**src/rtl/branch_resolve.sv**
```systemverilog
// Resolve-stage companion to the branch predictor: carries prediction metadata to EX/MEM,
// detects mispredicts and drives redirect/flush. Optional perf counters: BRANCH_RESOLVE_PERF_EN.
module branch_resolve #(
  parameter int DEPTH        = 3,
  parameter int FLUSH_CYCLES = 2
) (
  input  logic        clk,
  input  logic        reset_n,
  input  logic        stall,
  input  logic        if_valid,
  input  logic [15:0] if_pc,
  input  logic        prediction_made,
  input  logic        branch_prediction,
  input  logic [15:0] branch_prediction_address,
  input  logic [7:0]  branch_history_out,
  input  logic        mem_valid,
  input  logic        mem_is_ctrl,
  input  logic        branched,
  input  logic [15:0] mem_target,
  output logic        pc_redirect,
  output logic [15:0] redirect_pc,
  output logic        flush,
  output logic        mispredict,
  output logic [7:0]  pc_EX_MEM,
  output logic [7:0]  branch_history_EX_MEM
`ifdef BRANCH_RESOLVE_PERF_EN
  ,
  output logic [15:0] perf_resolved,
  output logic [15:0] perf_mispredicts
`endif
);

  localparam int         RI       = DEPTH - 1;
  localparam logic [2:0] LP_FLUSH = 3'(FLUSH_CYCLES);

  typedef enum logic {
    S_IDLE,
    S_FLUSH
  } state_t;

  state_t      r_state;
  logic [2:0]  r_cnt;
  logic        r_pc_redirect;
  logic [15:0] r_redirect_pc;
  logic        r_flush;
  logic        r_mispredict;

  logic        r_v  [DEPTH];
  logic        r_pt [DEPTH];
  logic [15:0] r_pa [DEPTH];
  logic [15:0] r_pc [DEPTH];
  logic [7:0]  r_h  [DEPTH];

  logic        w_q;
  logic        w_mis;
  logic [15:0] w_target;

  // Entry 0 captures fetch; every entry is invalidated on an unstalled flush cycle.
  always_ff @(posedge clk or negedge reset_n) begin
    if (!reset_n) begin
      for (int k = 0; k < DEPTH; k++) begin
        r_v[k]  <= 1'b0;
        r_pt[k] <= 1'b0;
        r_pa[k] <= 16'h0000;
        r_pc[k] <= 16'h0000;
        r_h[k]  <= 8'h00;
      end
    end else if (!stall) begin
      r_v[0]  <= if_valid & ~r_flush;
      r_pt[0] <= prediction_made & branch_prediction;
      r_pa[0] <= branch_prediction_address;
      r_pc[0] <= if_pc;
      r_h[0]  <= branch_history_out;
      for (int k = 1; k < DEPTH; k++) begin
        r_v[k]  <= r_v[k-1] & ~r_flush;
        r_pt[k] <= r_pt[k-1];
        r_pa[k] <= r_pa[k-1];
        r_pc[k] <= r_pc[k-1];
        r_h[k]  <= r_h[k-1];
      end
    end
  end

  assign w_q = ~stall & mem_valid & mem_is_ctrl & r_v[RI] & (r_state == S_IDLE);

  // Predicted-taken but fell through restarts at the sequential PC.
  always_comb begin
    w_mis    = 1'b0;
    w_target = mem_target;
    if (w_q) begin
      if (r_pt[RI] & ~branched) begin
        w_mis    = 1'b1;
        w_target = r_pc[RI] + 16'd2;
      end else if (~r_pt[RI] & branched) begin
        w_mis = 1'b1;
      end else if (r_pt[RI] & branched & (r_pa[RI] != mem_target)) begin
        w_mis = 1'b1;
      end
    end
  end

  // Strobes always drop after one cycle; only the flush countdown respects stall.
  always_ff @(posedge clk or negedge reset_n) begin
    if (!reset_n) begin
      r_state       <= S_IDLE;
      r_cnt         <= 3'd0;
      r_pc_redirect <= 1'b0;
      r_redirect_pc <= 16'h0000;
      r_flush       <= 1'b0;
      r_mispredict  <= 1'b0;
    end else begin
      r_pc_redirect <= 1'b0;
      r_mispredict  <= 1'b0;
      case (r_state)
        S_IDLE: begin
          if (w_mis) begin
            r_state       <= S_FLUSH;
            r_cnt         <= LP_FLUSH;
            r_pc_redirect <= 1'b1;
            r_mispredict  <= 1'b1;
            r_redirect_pc <= w_target;
            r_flush       <= 1'b1;
          end
        end
        S_FLUSH: begin
          if (!stall) begin
            if (r_cnt == 3'd1) begin
              r_state <= S_IDLE;
              r_cnt   <= 3'd0;
              r_flush <= 1'b0;
            end else begin
              r_cnt <= r_cnt - 3'd1;
            end
          end
        end
        default: r_state <= S_IDLE;
      endcase
    end
  end

  assign pc_redirect           = r_pc_redirect;
  assign redirect_pc           = r_redirect_pc;
  assign flush                 = r_flush;
  assign mispredict            = r_mispredict;
  assign pc_EX_MEM             = r_pc[RI][7:0];
  assign branch_history_EX_MEM = r_h[RI];

`ifdef BRANCH_RESOLVE_PERF_EN
  logic [15:0] r_perf_resolved;
  logic [15:0] r_perf_mispredicts;

  // Saturating event counters.
  always_ff @(posedge clk or negedge reset_n) begin
    if (!reset_n) begin
      r_perf_resolved    <= 16'h0000;
      r_perf_mispredicts <= 16'h0000;
    end else begin
      if (w_q && (r_perf_resolved != 16'hFFFF))
        r_perf_resolved <= r_perf_resolved + 16'd1;
      if (w_mis && (r_perf_mispredicts != 16'hFFFF))
        r_perf_mispredicts <= r_perf_mispredicts + 16'd1;
    end
  end

  assign perf_resolved    = r_perf_resolved;
  assign perf_mispredicts = r_perf_mispredicts;
`endif

endmodule

```
**config.mk**
```make
export PLATFORM = sky130hd
export DESIGN_NAME = branch_resolve
export DESIGN_NICKNAME = d
export VERILOG_FILES = /design/src/rtl/branch_resolve.sv
export SDC_FILE = /design/constraint.sdc
export NUM_CORES = 1
export LEC_CHECK = 0
export CORE_MARGIN = 10
export CORE_UTILIZATION = 54
export DETAILED_ROUTE_END_ITERATION = 6
export MAX_ROUTING_LAYER = met4
export PLACE_DENSITY = 0.85
export SETUP_SLACK_MARGIN = 0.05
export SLEW_MARGIN = 20
export SYNTH_ARGS = -nofsm -noshare
export SYNTH_HDL_FRONTEND = slang
export SYNTH_SLANG_ARGS = --single-unit
export TNS_END_PERCENT = 1
```
**constraint.sdc**
```tcl
create_clock -name clk -period 2.7 [get_ports clk]
set_input_delay 0.54 -clock clk [delete_from_list [all_inputs] [get_ports clk]]
set_output_delay 0.54 -clock clk [all_outputs]
set_load 0.02 [all_outputs]
```
## Word level (Yosys, flattened, before mapping)

Cells that the tools add are included.

- Add/sub/neg operators: 2
- Equality and inequality tests: 5
- Mux-type cells: 19
- Bitwise operators: 17
- Reductions and logical operators: 3

Operator list:

| operator | number |
|---|---|
| $mux W16 | 2 |
| $add A16 B2 Y16 const B | 1 |
| $ne A16 B16 Y1 | 1 |
| $and A1 B1 Y1 | 12 |
| $mux W1 | 11 |
| $mux W3 | 3 |
| $pmux W3 S2 | 1 |
| $not A1 Y1 | 5 |
| $ne A2 B2 Y1 const B | 2 |
| $pmux W1 S2 | 2 |
| $reduce_and A2 Y1 | 2 |
| $eq A3 B1 Y1 const B | 1 |
| $reduce_and A3 Y1 | 1 |
| $sub A3 B1 Y3 const B | 1 |
| $ne A2 B1 Y1 const B | 1 |

- Flip-flop bits (word level): 148
- Input bits: 65
- Output and inout port bits: 35

## Logic depth before layout (Yosys ltp)

Gate-level depths: netlist of run 1.

- Depth after elaboration: 8
- Depth in mapped cells: 9

## Worst setup path before layout of run 1

Ideal clock, no wire load.

- Path kind: input to register
- Start: in mem_target[7]
- End: reg r_redirect_pc[10] (netlist: redirect_pc[10])
- Arrival time: 2.059 ns
- Required time: 2.589 ns
- Setup slack: 0.530 ns
- Cell stages on the path: 9
- Cell sequence: xor2_1 nor3_1 and3_1 and3_1 buf_6 or3_1 buf_2 buf_6 a222oi_1

- Word-level cells in the longest chain between the ends: 7

Ends and longest elaborated chain:

| what | RTL line | source |
|---|---|---|
| start, declared | 19 | `input logic [15:0] mem_target,` |
| $ne A16 B16 Y1 | 96 | `end else if (r_pt[RI] & branched & (r_pa[RI] != mem_target)) begin` |
| $and A1 B1 Y1 | 96 |  |
| $mux W1 | 96 |  |
| $mux W1 | 94 | `end else if (~r_pt[RI] & branched) begin` |
| $mux W1 | 91 | `if (r_pt[RI] & ~branched) begin` |
| $mux W1 | 90 | `if (w_q) begin` |
| $reduce_and A2 Y1 (no line) | -- |  |
| end signal, assigned | 121 | `r_redirect_pc <= w_target;` |
| end, declared | 44 | `logic [15:0] r_redirect_pc;` |

No other way between the ends.
A chain may end at the register's enable or synchronous reset.

## Final worst setup path of run 1

- Start: in mem_target[9]
- End: reg r_cnt[2]

- Word-level cells in the longest chain between the ends: 8

Ends and longest elaborated chain:

| what | RTL line | source |
|---|---|---|
| $ne A16 B16 Y1 | 96 |  |
| $and A1 B1 Y1 | 96 |  |
| $mux W1 | 96 |  |
| $mux W1 | 94 |  |
| $mux W1 | 91 |  |
| $mux W1 | 90 |  |
| $ne A2 B2 Y1 (no line) | -- |  |
| $reduce_and A2 Y1 (no line) | -- |  |
| end signal, assigned | 132 | `r_cnt <= r_cnt - 3'd1;` |
| end, declared | 42 | `logic [2:0] r_cnt;` |

No other way between the ends.

==> impl_metrics.env, run 1 <==
export IMPL_outcome="completed"
export IMPL_routed_wl_um=13200
export IMPL_wl_per_cell_um=18.5
export IMPL_start_kind="primary input"
export IMPL_ctsResizeCount=0
export IMPL_syn_num_nets=538
export IMPL_initial_utilization=0.553
export IMPL_tns_ns=0
export IMPL_max_slew_margin=0.550
export IMPL_drc_errors=0
export IMPL_p_per_area_nw_per_um2=828
export IMPL_die_area_um2=16400
export IMPL_yosysMostFrequentCell="dfrtp_1"
export IMPL_place_gp_congestion=0.893
export IMPL_drv_slew=0
export IMPL_seqCellArea_um2=3700
export IMPL_grt_pass1_wl_um=21500
export IMPL_core_area_um2=11400
export IMPL_grt_usage=0.171
export IMPL_grt_pass1_vias=4322
export IMPL_die_w_um=128
export IMPL_viasPerCell=5.49
export IMPL_port_buffers=99
export IMPL_syn_area_um2=6320
export IMPL_drive_gt1_frac=0.307
export IMPL_setup_violations=0
export IMPL_num_vias=3932
export IMPL_synthDominantCellAreaShare=0.586
export IMPL_ys_flop_type="dfrtp_1"
export IMPL_yosys_top_cells_area="dfrtp_1 59%, mux2_2 22%, xor2_1 2.2%"
export IMPL_first_iter_violations=333
export IMPL_synth_top_cells_by_count="148 x dfrtp_1, 123 x mux2_2, 18 x inv_1, 18 x nand2_1, 17 x buf_4"
export IMPL_dr_pass1_iters=5
export IMPL_yosys_area_top_type="dfrtp_1"
export IMPL_multi_input_area_um2=2310
export IMPL_path_class="primary input to register"
export IMPL_final_antenna_net_count=0
export IMPL_grt_antenna_before_repair=0
export IMPL_max_freq_mhz=432
export IMPL_min_path_type="primary input to asynchronous set/reset pin"
export IMPL_clockBufferDepth=2
export IMPL_cts_hold_buf=0
export IMPL_fin_skew_ns=0.00712
export IMPL_ys_async_sr_fraction=1.00
export IMPL_post_cts_buffers=0
export IMPL_end_kind="register"
export IMPL_yosysUniqueCellTypes=37
export IMPL_die_h_um=128
export IMPL_cap_violations=0
export IMPL_ir_drop_mv=0.841
export IMPL_rsz0062_at_grt="no"
export IMPL_place_area_um2=7390
export IMPL_cts_sink_count=148
export IMPL_yosysSeqAreaShare=0.586
export IMPL_synth_edff_count=0
export IMPL_synth_seq_cells=148
export IMPL_final_nets=628
export IMPL_worstSkewPairLatency_ns=0.42
export IMPL_grt_ovfl_total=0
export IMPL_rows=39
export IMPL_fin_crit_sh=0.858
export IMPL_period_needed_ns=2.32
export IMPL_num_antenna_cells=0
export IMPL_numCtsBuffers=17
export IMPL_finalInstanceArea_um2=7990
export IMPL_crit_fanout=9
export IMPL_path_clk_slew_ns=0.06
export IMPL_cts_tree="done"
export IMPL_syn_instance_count=470
export IMPL_hpwlAfterDp_um=9520
export IMPL_critical_path_required_ns=3.00
export IMPL_nFillCells=803
export IMPL_grt_max_degree=135
export IMPL_p_leak_nw=3.42
export IMPL_area_growth_pct=26.4
export IMPL_final_hold_viol_count=0
export IMPL_io_pins=100
export IMPL_cts_max_level=4
export IMPL_tightest_slew_ns=0.674
export IMPL_root_buffer="clkbuf_16"
export IMPL_cp_arrival_ns=2.62
export IMPL_synth_warnings=0
export IMPL_avgSynthCellArea_um2=13.4
## final timing paths
check	cells after the start	from	slack [ns]	end
max in group asynchronous	2	reset_n	1.89	r_pa[23]
worst max register to register	7	r_pa[9]	0.60	r_cnt[2]
worst min-delay path	1	reset_n	0.13	r_h[8]
min in group clk	1	r_pc[38]	0.50	r_pc[38]
worst min register to register	1	r_pc[38]	0.50	r_pc[38]
worst max-delay path	8	mem_target[9]	0.38	r_cnt[2]
## cells by family (layout without fill, tap and decap cells)
| group | count (synthesis) | count (layout) | share of synthesized area |
|---|---|---|---|
| muxes | 123 | 123 | 0.219 |
| DFF | 148 | 148 | 0.586 |
| adders and majority gates | 3 | 3 | 0.00594 |
| and+or+nand+nor | 65 | 65 | 0.0519 |
| AOI/OAI and AO/OA | 48 | 48 | 0.0558 |
| buffers and inverters | 59 | 162 | 0.0479 |
| xor gates and xnor gates | 24 | 24 | 0.0333 |
## cells in the final DEF, fill, tap and decap left out, types with 5 or more instances in the layout
master,netlist,routed
nand2_1,18,18
buf_4,17,11
mux2_2,123,123
nor2_1,13,13
nand4_1,6,6
dfrtp_1,148,148
clkdlybuf4s50_1,0,97
o21ai_0,15,15
clkbuf_16,0,17
nand2b_1,5,5
and3_1,6,6
a222oi_1,5,5
inv_1,18,18
a221o_2,6,6
xor2_1,16,16
xnor2_1,8,8
## sequential cells by signal (all words and copies together), names as in the netlist
name / count
pc_EX_MEM: 8
mispredict: 1
r_state: 1
redirect_pc: 16
r_cnt: 3
flush: 1
r_pc: 40
r_h: 16
r_pt: 3
r_pa: 48
r_v: 3
branch_history_EX_MEM: 8
## layout make-up
| cell class | instances | area share |
|---|---|---|
| clock buffers | 20 | 0.0559 |
| well taps | 143 | 0.0224 |
| multi-input cells | 263 | 0.290 |
| clock inverters | 12 | 0.0191 |
| flip-flops and latches | 148 | 0.464 |
| inverters | 18 | 0.00846 |
| repair buffers | 112 | 0.141 |
## metrics by stage
stage               cells  hold slack, ns   util  total power [mW]  setup slack, ns
floorplan             470           0.244      -              3.69            0.530
global placement      684           0.466  0.647              4.21           0.0222
detailed placement    684           0.490  0.647              4.30          -0.0290
CTS                   716           0.148  0.700              6.68            0.410
global route          716           0.161  0.700              6.95            0.269
finish                716           0.131  0.700              6.61            0.383
## critical path, cell delays in order
cell and delay (ns):
clkdlybuf4s50_1 0.50, xor2_1 0.20, nor4_1 0.08, and3_1 0.18, and3_1 0.18, or3_1 0.47
buf_4 0.23, a32o_1 0.24
## metal layers
layer	up-vias	track usage	share of wire
met2	120	0.277	0.51
met1	1967	0.193	0.41
met3	12	0.0612	0.064
met5	-	-	0
li1	1833	-	-
met4	0	0.0563	0.011
## power breakdown
group          internal (mW)  switching [mW]  leakage (nW)
Sequential              2.61           0.297          1.75
Combinational          0.745           0.603          1.38
Clock                   1.48           0.879         0.283
Total                   4.83            1.78          3.42
(Power assumes the default switching activity.)
==> run 2, diff against run 1 <==
Settings changed: CORE_MARGIN 10 to 3.
==> run 2 against run 1 <==
Against the previous run: count of clock-buffer cells in the layout increased by 4; register-to-register slack got worse by 0.05 ns; clock skew decreased by 0.0021 ns; first-iteration DRC count decreased by 8.4%; via count increased by 1.3%; critical path depth unchanged; setup slack got worse by 0.069 ns; sequential share of layout area decreased by 0.35 points; critical path type unchanged; largest cell class unchanged; largest power group unchanged.
==> impl_metrics.env, run 2 (synthesis gave the netlist of run 1 again) <==
export IMPL_clockBufferDepth=2
export IMPL_place_gp_congestion=0.909
export IMPL_grt_max_degree=135
export IMPL_viasPerCell=5.60
export IMPL_cts_sink_count=148
export IMPL_drc_errors=0
export IMPL_rows=38
export IMPL_port_buffers=99
export IMPL_fin_crit_sh=0.884
export IMPL_rsz0062_at_grt="no"
export IMPL_core_area_um2=11100
export IMPL_grt_pass1_wl_um=21500
export IMPL_numCtsBuffers=17
export IMPL_first_iter_violations=305
export IMPL_wl_per_cell_um=18.3
export IMPL_slowest_delay_ns=0.51
export IMPL_power_mw=6.88
export IMPL_min_path_type="primary input to asynchronous set/reset pin"
export IMPL_final_antenna_net_count=0
export IMPL_grt_pass1_vias=4294
export IMPL_largest_reg_flops=48
export IMPL_grt_antenna_before_repair=0
export IMPL_largest_registers="r_pa: 48 flops, r_pc: 40 flops"
export IMPL_crit_top_cell="and3_1"
export IMPL_period_needed_ns=2.39
export IMPL_setup_ws_ns=0.314
export IMPL_worstSkewPairLatency_ns=0.41
export IMPL_post_cts_buffers=0
export IMPL_end_kind="register"
export IMPL_start_kind="primary input"
export IMPL_dr_pass1_iters=4
export IMPL_path_clk_slew_ns=0.06
export IMPL_fin_skew_ns=0.00498
export IMPL_tightest_slew_ns=0.697
export IMPL_drive_gt1_frac=0.306
export IMPL_die_area_um2=13000
export IMPL_hpwlAfterDp_um=8800
export IMPL_tns_ns=0
export IMPL_largest_register="r_pa"
export IMPL_crit_fanout=9
export IMPL_fin_cells=712
export IMPL_fin_hold_ws_ns=0.140
export IMPL_cts_max_level=4
export IMPL_max_slew_margin=0.535
export IMPL_initial_utilization=0.568
export IMPL_max_freq_mhz=419
export IMPL_reg2regPathDepth=7
export IMPL_drv_slew=0
export IMPL_root_buffer="clkbuf_16"
export IMPL_grt_ovfl_total=0
export IMPL_cts_tree="done"
export IMPL_cap_violations=0
export IMPL_ir_drop_mv=0.737
export IMPL_routed_wl_um=13000
export IMPL_grt_usage=0.218
export IMPL_place_inst=680
export IMPL_reg2reg_slack_ns=0.55
export IMPL_layout_commonest_cell="dfrtp_1"
export IMPL_die_h_um=114
export IMPL_place_area_um2=7380
export IMPL_critical_path_required_ns=2.99
export IMPL_outcome="completed"
export IMPL_final_nets=627
export IMPL_path_class="primary input to register"
export IMPL_finalInstanceArea_um2=8050
export IMPL_die_w_um=114
export IMPL_crit_chain="clkdlybuf4s50_1 -> xor2_1 -> nor4_1 -> and3_1 -> and3_1 -> or3_1 -> buf_4 -> a32o_1"
export IMPL_p_leak_nw=3.46
export IMPL_r2r_start="r_pa[9]"
export IMPL_io_pins=100
export IMPL_ctsResizeCount=0
export IMPL_area_growth_pct=27.3
export IMPL_num_vias=3984
export IMPL_p_per_area_nw_per_um2=855
export IMPL_cp_arrival_ns=2.68
export IMPL_dp_slack_ns=-0.0800
export IMPL_reg2reg_to="r_cnt[2]"
export IMPL_final_cell_mix="148 x dfrtp_1, 123 x mux2_2, 97 x clkdlybuf4s50_1"
export IMPL_cp_slowest_cell="clkdlybuf4s50_1"
export IMPL_final_hold_viol_count=0
export IMPL_num_antenna_cells=0
export IMPL_setup_violations=0
export IMPL_cts_hold_buf=0
export IMPL_utilization=0.723
-- run 2: changes by cell type in the layout (fill, tap and decap cells not counted), sizes merged --
cell and delta:
clkinvlp -4, buf -1, inv -2, bufinv +2
clkbuf +4
-- run 2: worst max-delay path, delay by kind of cell --
kind	cells	cell delay, ns
AO/OA/AOI/OAI	1	0.25
XOR/XNOR	1	0.23
buffers and inverters	2	0.74
AND/OR/NAND/NOR	4	0.93
-- run 2: how the worst max path moves through the flow --
stage,from,to,slack (ns)
after floorplan,mem_target[7],redirect_pc[10],0.53
after global placement,mem_target[9],r_cnt[2],-0.03
after detailed placement,mem_target[9],r_cnt[2],-0.08
after CTS,mem_target[11],r_cnt[2],0.35
after global routing,mem_target[9],r_cnt[2],0.25
final,mem_target[9],r_cnt[2],0.31
-- run 2: area by class of cell --
class | instances | area [um2]
Sequential cell | 148 | 3700
Fill cell | 765 | 3080
Multi-Input combinational cell | 263 | 2310
Timing Repair Buffer | 111 | 1120
Clock buffer | 24 | 502
Tap cell | 140 | 175
Clock inverter | 8 | 169
Inverter | 18 | 67.6
-- run 2: power breakdown --
group          switching, mW  total (mW)  internal (mW)
sequential             0.309        2.92           2.62
clock                  0.851        2.61           1.76
combinational          0.604        1.35          0.742
total                   1.76        6.88           5.12
-- run 2: routing by layer --
metal	vias to the layer above	global-route usage	share of wire
met4	0	0.0728	0.014
met3	13	0.0560	0.076
met2	142	0.354	0.50
li1	1828	-	-
met5	-	-	0
met1	2001	0.269	0.41
